$ cat config.mk
export PLATFORM = sky130hd
export DESIGN_NAME = fwd_sb_ctlr
export DESIGN_NICKNAME = d
export VERILOG_FILES = /design/src/rtl/fwd_pkg.sv /design/src/rtl/fwd_src_resolve.sv /design/src/rtl/fwd_sb_ctlr.sv
export SDC_FILE = /design/constraint.sdc
export NUM_CORES = 1
export LEC_CHECK = 0
export CORE_ASPECT_RATIO = 1.2
export CORE_MARGIN = 3
export CORE_UTILIZATION = 40
export CTS_CLUSTER_DIAMETER = 30
export DETAILED_ROUTE_END_ITERATION = 10
export PLACE_DENSITY = 0.69
export SYNTH_ARGS = -nofsm -noshare
export SYNTH_HDL_FRONTEND = slang
export SYNTH_SLANG_ARGS = --single-unit
$ cat constraint.sdc
create_clock -name i_clk -period 5 [get_ports i_clk]
set_clock_uncertainty 0.1 [all_clocks]
set_input_delay 0.75 -clock i_clk [delete_from_list [all_inputs] [get_ports i_clk]]
set_output_delay 0.75 -clock i_clk [all_outputs]
set_load 0.02 [all_outputs]
$ cat src/rtl/fwd_pkg.sv
// Shared definitions for the E-stage forwarding / scoreboard controller.
//   REG_IDX_W : register index width (5 for 32 registers per file)
//   RF_INT/RF_FP : register-file selector values
//   writer_t  : a result producer (wb enable, file, index)
//   match()   : writer-vs-register comparison with the int x0 exclusion built in
package fwd_pkg;

  localparam int unsigned REG_IDX_W = 5;

  localparam logic RF_INT = 1'b0;
  localparam logic RF_FP  = 1'b1;

  typedef struct packed {
    logic                 wb_en;
    logic                 fp;
    logic [REG_IDX_W-1:0] idx;
  } writer_t;

  // Int x0 is hard-wired zero, so nothing ever matches it; fp f0 is ordinary.
  function automatic logic match(writer_t w, logic fp, logic [REG_IDX_W-1:0] idx);
    return w.wb_en && (w.fp == fp) && (w.idx == idx) &&
           !((fp == RF_INT) && (idx == '0));
  endfunction

endpackage

$ cat src/rtl/fwd_src_resolve.sv
// Resolves one E-stage source operand.
//   used/fp/idx/rf_data : source descriptor and register-file read data
//   busy                : scoreboard bit for this source's register
//   m_wr/m_fwd_ok/m_data: M-stage writer, availability and result
//   w_wr/w_data         : W-stage writer and result
//   l_wr/l_data         : long-op completion port
//   data                : forwarded operand, priority L > M > W > RF
//   raw_long            : source waits on a pending long op not completing now
//   load_use            : source needs an M result that is not yet available
module fwd_src_resolve
  import fwd_pkg::*;
#(
  parameter int unsigned XLEN = 32
) (
  input  logic                 used,
  input  logic                 fp,
  input  logic [REG_IDX_W-1:0] idx,
  input  logic [XLEN-1:0]      rf_data,
  input  logic                 busy,
  input  writer_t              m_wr,
  input  logic                 m_fwd_ok,
  input  logic [XLEN-1:0]      m_data,
  input  writer_t              w_wr,
  input  logic [XLEN-1:0]      w_data,
  input  writer_t              l_wr,
  input  logic [XLEN-1:0]      l_data,
  output logic [XLEN-1:0]      data,
  output logic                 raw_long,
  output logic                 load_use
);

  logic l_hit;
  logic m_hit;
  logic w_hit;
  logic is_x0;

  always_comb begin
    is_x0 = (fp == RF_INT) && (idx == '0);
    l_hit = used && match(l_wr, fp, idx);
    m_hit = used && match(m_wr, fp, idx);
    w_hit = used && match(w_wr, fp, idx);

    data = rf_data;
    if (l_hit)      data = l_data;
    else if (m_hit) data = m_data;
    else if (w_hit) data = w_data;

    raw_long = used && !is_x0 && busy && !l_hit;
    load_use = m_hit && !m_fwd_ok;
  end

endmodule

$ cat src/rtl/fwd_sb_ctlr.sv
// E-stage operand forwarding and hazard controller with a long-latency
// scoreboard covering both the int and fp register files.
//   i_E_*        : E-stage instruction (sources, destination, long flag)
//   i_flush      : kills the E instruction this cycle
//   i_M_*/i_W_*  : M and W stage writers for bypass
//   i_L_*        : long-op completion port
//   o_src_data   : resolved operands, NSRC x XLEN (combinational)
//   o_stall      : RAW-long, load-use, WAW or scoreboard-full hazard
//   o_out_cnt    : outstanding long ops
//   o_sb_empty   : no long op pending
//   o_err        : sticky, completion seen on a non-busy register
module fwd_sb_ctlr
  import fwd_pkg::*;
#(
  parameter int unsigned XLEN    = 32,
  parameter int unsigned NREG    = 32,
  parameter int unsigned NSRC    = 3,
  parameter int unsigned MAX_OUT = 4,
  localparam int unsigned CNT_W  = $clog2(MAX_OUT + 1)
) (
  input  logic                      i_clk,
  input  logic                      i_rst_n,
  input  logic                      i_E_valid,
  input  logic [NSRC-1:0]           i_E_src_used,
  input  logic [NSRC-1:0]           i_E_src_fp,
  input  logic [NSRC*REG_IDX_W-1:0] i_E_src_idx,
  input  logic [NSRC*XLEN-1:0]      i_E_src_data,
  input  logic                      i_E_wb_en,
  input  logic                      i_E_rd_fp,
  input  logic [REG_IDX_W-1:0]      i_E_rd_idx,
  input  logic                      i_E_long,
  input  logic                      i_flush,
  input  logic                      i_M_wb_en,
  input  logic                      i_M_rd_fp,
  input  logic [REG_IDX_W-1:0]      i_M_rd_idx,
  input  logic                      i_M_fwd_ok,
  input  logic [XLEN-1:0]           i_M_fwd_data,
  input  logic                      i_W_wb_en,
  input  logic                      i_W_rd_fp,
  input  logic [REG_IDX_W-1:0]      i_W_rd_idx,
  input  logic [XLEN-1:0]           i_W_wb_data,
  input  logic                      i_L_valid,
  input  logic                      i_L_rd_fp,
  input  logic [REG_IDX_W-1:0]      i_L_rd_idx,
  input  logic [XLEN-1:0]           i_L_data,
  output logic [NSRC*XLEN-1:0]      o_src_data,
  output logic                      o_stall,
  output logic [CNT_W-1:0]          o_out_cnt,
  output logic                      o_sb_empty,
  output logic                      o_err
);

  logic [NREG-1:0]  busy_q [2];
  logic [CNT_W-1:0] cnt_q;
  logic [CNT_W-1:0] cnt_next;
  logic             err_q;

  writer_t m_wr;
  writer_t w_wr;
  writer_t l_wr;

  logic [NSRC-1:0] raw_long;
  logic [NSRC-1:0] load_use;

  logic l_x0, l_busy, l_done, l_err;
  logic rd_x0, rd_busy, waw, full;
  logic issue, set_busy;

  always_comb begin
    m_wr = '{wb_en: i_M_wb_en, fp: i_M_rd_fp, idx: i_M_rd_idx};
    w_wr = '{wb_en: i_W_wb_en, fp: i_W_rd_fp, idx: i_W_rd_idx};
    l_wr = '{wb_en: i_L_valid, fp: i_L_rd_fp, idx: i_L_rd_idx};
  end

  for (genvar k = 0; k < NSRC; k++) begin : g_src
    fwd_src_resolve #(.XLEN(XLEN)) u_resolve (
      .used     (i_E_src_used[k]),
      .fp       (i_E_src_fp[k]),
      .idx      (i_E_src_idx[k*REG_IDX_W +: REG_IDX_W]),
      .rf_data  (i_E_src_data[k*XLEN +: XLEN]),
      .busy     (busy_q[i_E_src_fp[k]][i_E_src_idx[k*REG_IDX_W +: REG_IDX_W]]),
      .m_wr     (m_wr),
      .m_fwd_ok (i_M_fwd_ok),
      .m_data   (i_M_fwd_data),
      .w_wr     (w_wr),
      .w_data   (i_W_wb_data),
      .l_wr     (l_wr),
      .l_data   (i_L_data),
      .data     (o_src_data[k*XLEN +: XLEN]),
      .raw_long (raw_long[k]),
      .load_use (load_use[k])
    );
  end

  always_comb begin
    l_x0    = (i_L_rd_fp == RF_INT) && (i_L_rd_idx == '0);
    l_busy  = busy_q[i_L_rd_fp][i_L_rd_idx];
    l_done  = i_L_valid && !l_x0 && l_busy;
    l_err   = i_L_valid && !l_x0 && !l_busy;

    rd_x0   = (i_E_rd_fp == RF_INT) && (i_E_rd_idx == '0);
    rd_busy = busy_q[i_E_rd_fp][i_E_rd_idx] && !rd_x0;
    // A busy rd that completes this very cycle is free at the same edge.
    waw     = i_E_wb_en && rd_busy &&
              !(l_done && (i_L_rd_fp == i_E_rd_fp) && (i_L_rd_idx == i_E_rd_idx));
    full    = i_E_long && (cnt_q == CNT_W'(MAX_OUT)) && !l_done;

    o_stall  = i_E_valid && ((|raw_long) || (|load_use) || waw || full);
    issue    = i_E_valid && !o_stall && !i_flush;
    set_busy = issue && i_E_long && i_E_wb_en && !rd_x0;

    cnt_next = cnt_q;
    if (set_busy && !l_done)      cnt_next = cnt_q + CNT_W'(1);
    else if (!set_busy && l_done) cnt_next = cnt_q - CNT_W'(1);
  end

  // Clear before set so a same-register issue/completion pair ends busy.
  always_ff @(posedge i_clk or negedge i_rst_n) begin
    if (!i_rst_n) begin
      busy_q[0] <= '0;
      busy_q[1] <= '0;
      cnt_q     <= '0;
      err_q     <= 1'b0;
    end else begin
      if (l_done)   busy_q[i_L_rd_fp][i_L_rd_idx] <= 1'b0;
      if (set_busy) busy_q[i_E_rd_fp][i_E_rd_idx] <= 1'b1;
      if (l_err)    err_q <= 1'b1;
      cnt_q <= cnt_next;
    end
  end

  always_comb begin
    o_out_cnt  = cnt_q;
    o_sb_empty = (cnt_q == '0);
    o_err      = err_q;
  end

endmodule

After elaboration in Yosys (flattened, before gate mapping)
Cells that the tools add are included.

operators by class
  equality and inequality tests = 21
  bitwise operators = 13
  divide/modulo/power cells = 0
  shift-type cells = 0
  reductions and logical operators = 102
  multiplexer cells = 46
  multiply operators = 0
  magnitude comparators = 14
  add/sub/neg operators = 2

operators with widths
  operator                                                            number
  two-way mux 32 bit                                                  26
  two-way mux 64 bit                                                  2
  logical AND 1 bit                                                   75
  AND 64 bit                                                          1
  demux 32 bit (select 1 bit)                                         2
  NOT 64 bit                                                          1
  bitwise OR 64 bit                                                   1
  equality test 5 bit                                                 10
  less-than comparator 5 x 6 -> 1 bit (second input constant)         5
  binary-select mux 1 bit (select 5 bit)                              5
  logical NOT 5 bit                                                   5
  logical NOT 1 bit                                                   15
  demux 1 bit (select 5 bit)                                          2
  equality test 1 bit                                                 10
  greater-or-equal comparator 2 bit (second input constant)           5
  greater-or-equal comparator 5 x 1 -> 1 bit (second input constant)  2
  NOT 1 -> 2 bit                                                      5
  two-way mux 1 bit                                                   7
  two-way mux 3 bit                                                   2
  OR reduction 3 bit                                                  2
  NOT 1 bit                                                           5
  less-than comparator 2 x 1 -> 1 bit (second input constant)         2
  adder 3 x 1 -> 3 bit (second input constant)                        1
  equality test 3 bit (second input constant)                         1
  other kinds (4)                                                     6

storage, ports and cells
  RAM bits = 0
  output and inout port bits = 102
  memories kept = 0
  bits in read-only memories = 0
  bits in latches = 0
  logic and storage cells = 202
  register bits after elaboration = 68

Depth between registers and ports, before layout
  word-level depth = 24
  depth in mapped cells = 18
  gate-level depth less buffers = 13

Cells and area by module
Synthesis repeated with hierarchy kept, for this count alone.

second synthesis, totals
  cell total of the unflattened synthesis = 1,258
  area, all modules = 11,941.5 um2

modules (own cells, without submodules)
  module           area an instance (um2)  sequential area each (um2)  times used  cells an instance
  fwd_sb_ctlr      6,374.9                 1,701.6                     1           583
  fwd_src_resolve  1,855.5                 0.0                         3           225

Worst setup path after synthesis
Ideal clock, no wire load.

  kind = input port to flip-flop
  start point = input i_E_rd_fp
  end point = register cnt_q[2], in the netlist o_out_cnt[2]
  arrival = 3.891 ns
  library setup time = 0.080 ns
  stages on the path = 18
  data required time = 4.820 ns
  path slack = 0.929 ns
  cells stage by stage = buf_6 -> buf_2 -> buf_2 -> buf_2 -> mux2i_1 -> nand2_1 -> a31oi_1 -> a41oi_1 -> a211o_1 -> buf_6 -> buf_8 -> nor3_1 -> ha_1 -> inv_1 -> fa_1 -> xor2_1 -> nor2_1 -> xor2_1

between the ends
  word-level cells in the longest chain between the ends = 21

ends and longest elaborated chain
  item                                                   RTL line            source
  start, declared                                        fwd_sb_ctlr.sv:29   input logic i_E_rd_fp,
  NOT 1 -> 2 bit (implied by the code)                   fwd_sb_ctlr.sv:102  rd_busy = busy_q[i_E_rd_fp][i_E_rd_idx] && !rd_x0;
  two-way mux 32 bit (implied by the code) (3 in a row)  fwd_sb_ctlr.sv:102
  binary-select mux 1 bit (select 5 bit)                 fwd_sb_ctlr.sv:102
  two-way mux 1 bit (implied by the code)                fwd_sb_ctlr.sv:102
  logical AND 1 bit                                      fwd_sb_ctlr.sv:102
  logical AND 1 bit (2 in a row)                         fwd_sb_ctlr.sv:104  waw = i_E_wb_en && rd_busy &&
  logical OR 1 bit (2 in a row)                          fwd_sb_ctlr.sv:108  o_stall = i_E_valid && ((|raw_long) || (|load_use) || waw || full);
  logical AND 1 bit                                      fwd_sb_ctlr.sv:108
  logical NOT 1 bit                                      fwd_sb_ctlr.sv:109  issue = i_E_valid && !o_stall && !i_flush;
  logical AND 1 bit (2 in a row)                         fwd_sb_ctlr.sv:109
  logical AND 1 bit (2 in a row)                         fwd_sb_ctlr.sv:110  set_busy = issue && i_E_long && i_E_wb_en && !rd_x0;
  logical AND 1 bit (*)                                  fwd_sb_ctlr.sv:110
  logical NOT 1 bit                                      fwd_sb_ctlr.sv:114  else if (!set_busy && l_done) cnt_next = cnt_q - CNT_W'(1);
  logical AND 1 bit                                      fwd_sb_ctlr.sv:114
  nonzero test 2 bit (no source line)                    --
  end signal, assigned                                   fwd_sb_ctlr.sv:128  cnt_q <= cnt_next;
  end, declared                                          fwd_sb_ctlr.sv:54   logic [CNT_W-1:0] cnt_q;

Mark *: on every way between the ends. The rest lies on a longest branch, timed or not. The select of a mux whose other input is x is not followed.
A chain may end at the register's enable or synchronous reset.

Worst setup path after layout
  start point = input i_E_src_idx[9]
  end point = output o_src_data[35]

between the ends
  word-level cells in the longest chain between the ends = 8

ends and longest elaborated chain
  item                    RTL line               source
  start, declared         fwd_sb_ctlr.sv:26      input logic [NSRC*REG_IDX_W-1:0] i_E_src_idx,
  logical NOT 5 bit       fwd_pkg.sv:22          !((fp == RF_INT) && (idx == '0));
  logical AND 1 bit       fwd_pkg.sv:22
  logical NOT 1 bit       fwd_pkg.sv:22
  logical AND 1 bit       fwd_pkg.sv:21          return w.wb_en && (w.fp == fp) && (w.idx == idx) &&
  logical AND 1 bit       fwd_src_resolve.sv:41  w_hit = used && match(w_wr, fp, idx);
  two-way mux 32 bit      fwd_src_resolve.sv:46  else if (w_hit) data = w_data;
  two-way mux 32 bit      fwd_src_resolve.sv:45  else if (m_hit) data = m_data;
  two-way mux 32 bit (*)  fwd_src_resolve.sv:44  if (l_hit) data = l_data;
  end, declared           fwd_sb_ctlr.sv:46      output logic [NSRC*XLEN-1:0] o_src_data,

Mark *: on every way between the ends. The rest lies on a longest branch, timed or not.

==> reports/metrics.yaml <==
gp_congestion: 1.04
route.detailed.wl_per_inst_um: 26.5
yosysTopAreaCell: "dfrtp_1"
clock_latency_ps: 340
design_area_sq_um: 15000
cp-start-kind: "input port"
placed_cell_area_sq_um: 14600
holdWs_ps: 358
synth.ff_latch_count: 68
place_hpwl_um: 40300
cp.depth: 8
tns_ps: 0
p_sw_mw: 0.890
synthCells: 1263
r2r-start: "busy_q[39]"
slew_viol_final: 0
pwr-share-seq: 0.276
antenna_found_initial: 4
coreArea_sq_um: 25000
grt_use_met1: 0.492
nets: 1867
p_leak_nw: 5.50
combPwrFrac: 0.473
crit_buf_inv: 3
end_kind: "primary output"
overflow: 0
die-area_sq_um: 27600
drt-initial-drc-count: 1338
ios: 349
drc: 0
final_antenna_net_count: 0
htree_levels: 3
portBuffers: 348
grt_start_max_net_pins: 65
grt_util_met2: 0.544
area_growth_pct: 45.7
synth_area_sq_um: 10300
cp.arrival_ps: 4080
crit_fanout: 16
cts_sinks: 68
path_class: "input port to primary output"
crit_chain: "clkdlybuf4s50_1 -> or4_1 -> o31ai_4 -> buf_4 -> or3_4 -> o21ai_0 -> o21ai_0 -> clkdlybuf4s50_1"
cap_violations: 0
synthArstFlopShare: 1.00
rsz0062_at_grt: "false"
relSlewSlack: 0.352
irDropWorstVdd_uv: 167
grt_util_met3: 0.0808
slowest_stage: "clkdlybuf4s50_1"
cts_buffers: 9
synth-seq-area-share: 0.166
setup_violations: 0
top_usage_layer: "met2"
crit_start: "i_E_src_idx[9]"
critPathMaxStageDelay_ps: 750
hold_viol_final: 0
crit_required_ps: 4150
synth_edf_count: 0
p_int_mw: 1.49
finalPower_mw: 2.38
rows: 63
worst-slew-pin-transition_ps: 972
hold_path.class: "input port to async pin"
netlist_top_cells_area: "dfrtp_1 17%, mux2i_1 15%, mux4_2 12%"
cp_top_family: "buffers and inverters"
ys_types: 57
outcome: "finished, final reports clean"
synth.top_cell.area_share: 0.166
p_sw_frac: 0.374
via_per_inst: 6.22
reg2reg_depth: 14
fmax_mhz: 203
grt_pass1_wl_um: 76000
reg2reg_slack_ps: 1180
path_clk_slew_ps: 50
grt_pass1_vias: 11500
cts.path.max_buffers: 2
root_buffer: "clkbuf_16"
fin_crit_sh: 0.987
totalWireLength_um: 51600
synth.net_count: 1512
p_clk_frac: 0.251
drive_above_1_share: 0.166
dieHeight_um: 182
yosysWarnings: 0
synth_flop_cell: "dfrtp_1"
cts_tree: "built"
drt_pass1_iterations: 6
powerDensity_nw_per_um2: 159
die_x_um: 152
start_util: 0.411
dr_total_vias: 12100
period_needed_ps: 4930
syn_avg_cell_area_sq_um: 8.13
grt_util_all_layers: 0.355
final timing paths:
path / end
worst min register to register: o_err
max in group asynchronous: busy_q[14]
worst max register to register: o_out_cnt[2]
worst min-delay path: o_out_cnt[0]
min in group i_clk: o_err
worst max-delay path: o_src_data[35]
state kept, by name (all words and copies together), names as in the netlist:
register and count:
o_out_cnt 3, o_err 1, busy_q 64
synthesized netlist by cell type, types with 11 or more instances:
cell and n:
o21ai_0 226, nand2_1 181, mux2i_1 157, or3_1 69
dfrtp_1 68, clkbuf_1 62, mux4_2 56, o31ai_2 51
xnor2_1 50, nor2_1 44, a21oi_1 41, buf_2 33
o31ai_1 16, nor2b_1 15, nand3_1 14, nor3_1 13
xor2_1 13, buf_4 12, a22oi_1 11, nand4_1 11
o2111ai_1 11
metal layers:
metal	vias to the layer above	share of wire
met5	-	0.00014
met1	5783	0.42
met4	2	0.044
met3	113	0.10
met2	784	0.44
li1	5441	-
layout by cell type (no fill, tap or decap), types with 10 or more instances in the layout:
master           Yosys  routed
nand3_1             14      14
nand4_1             11      11
o2111ai_1           11      10
nor2_1              44      43
clkdlybuf4s50_1      0     339
a21oi_1             41      41
o31ai_1             16      16
buf_12               0      11
xnor2_1             50      50
o21ai_0            226     220
a22oi_1             11      11
mux2i_1            157     157
nor2b_1             15      15
o31ai_2             51      50
a22o_1              10      10
dfrtp_1             68      68
nand2_1            181     181
mux4_2              56      56
or3_1               69      67
buf_4               12     110
xor2_1              13      13
kinds of logic after synthesis:
kind of cell    Yosys count  synth area share
xor+xnor                 63            0.0537
flops                    68             0.166
mux                     220             0.283
simple gates            381             0.177
fa+ha+maj                 2           0.00317
compound gates          395             0.252
buf+inv                 134            0.0650
cell type report:
cell class                 instances  area (sq um)
inverter                           7          26.3
timing repair buffer             471          4550
sequential                        68          1700
fill                            2227         10000
multi-input combinational       1061          7990
antenna                            2          5.00
tap                              325           407
clock buffer                      13           260
clock inverter                     3          21.3
stage by stage:
| stage | worst slack [ps] | cells | utilization |
|---|---|---|---|
| 5_1_grt | 16.9 | 1950 | 0.599 |
| 4_1_cts | 9.72 | 1942 | 0.595 |
| 2_1_floorplan | 929 | 1263 | - |
| 3_3_place_gp | -66.7 | 1926 | 0.583 |
| 3_5_place_dp | -116 | 1926 | 0.583 |
| 6_report | 66.3 | 1950 | 0.599 |
power groups by stage:
| stage | clock, mW | combinational, mW | sequential [mW] |
|---|---|---|---|
| after floorplan | 0 | 0.538 | 0.650 |
| after global placement | 0 | 1.10 | 0.659 |
| after detailed placement | 0 | 1.11 | 0.661 |
| after CTS | 0.603 | 1.12 | 0.652 |
| after global routing | 0.629 | 1.19 | 0.660 |
| final | 0.598 | 1.13 | 0.656 |
what timing repair did:
action                                  CTS  global route
setup buffers                             0             6
hold buffers                              0             0
pin swaps                                 0             2
gates resized for setup                   4            15
endpoints found under the setup margin    4            14
Power figures use the tool's default switching activity.
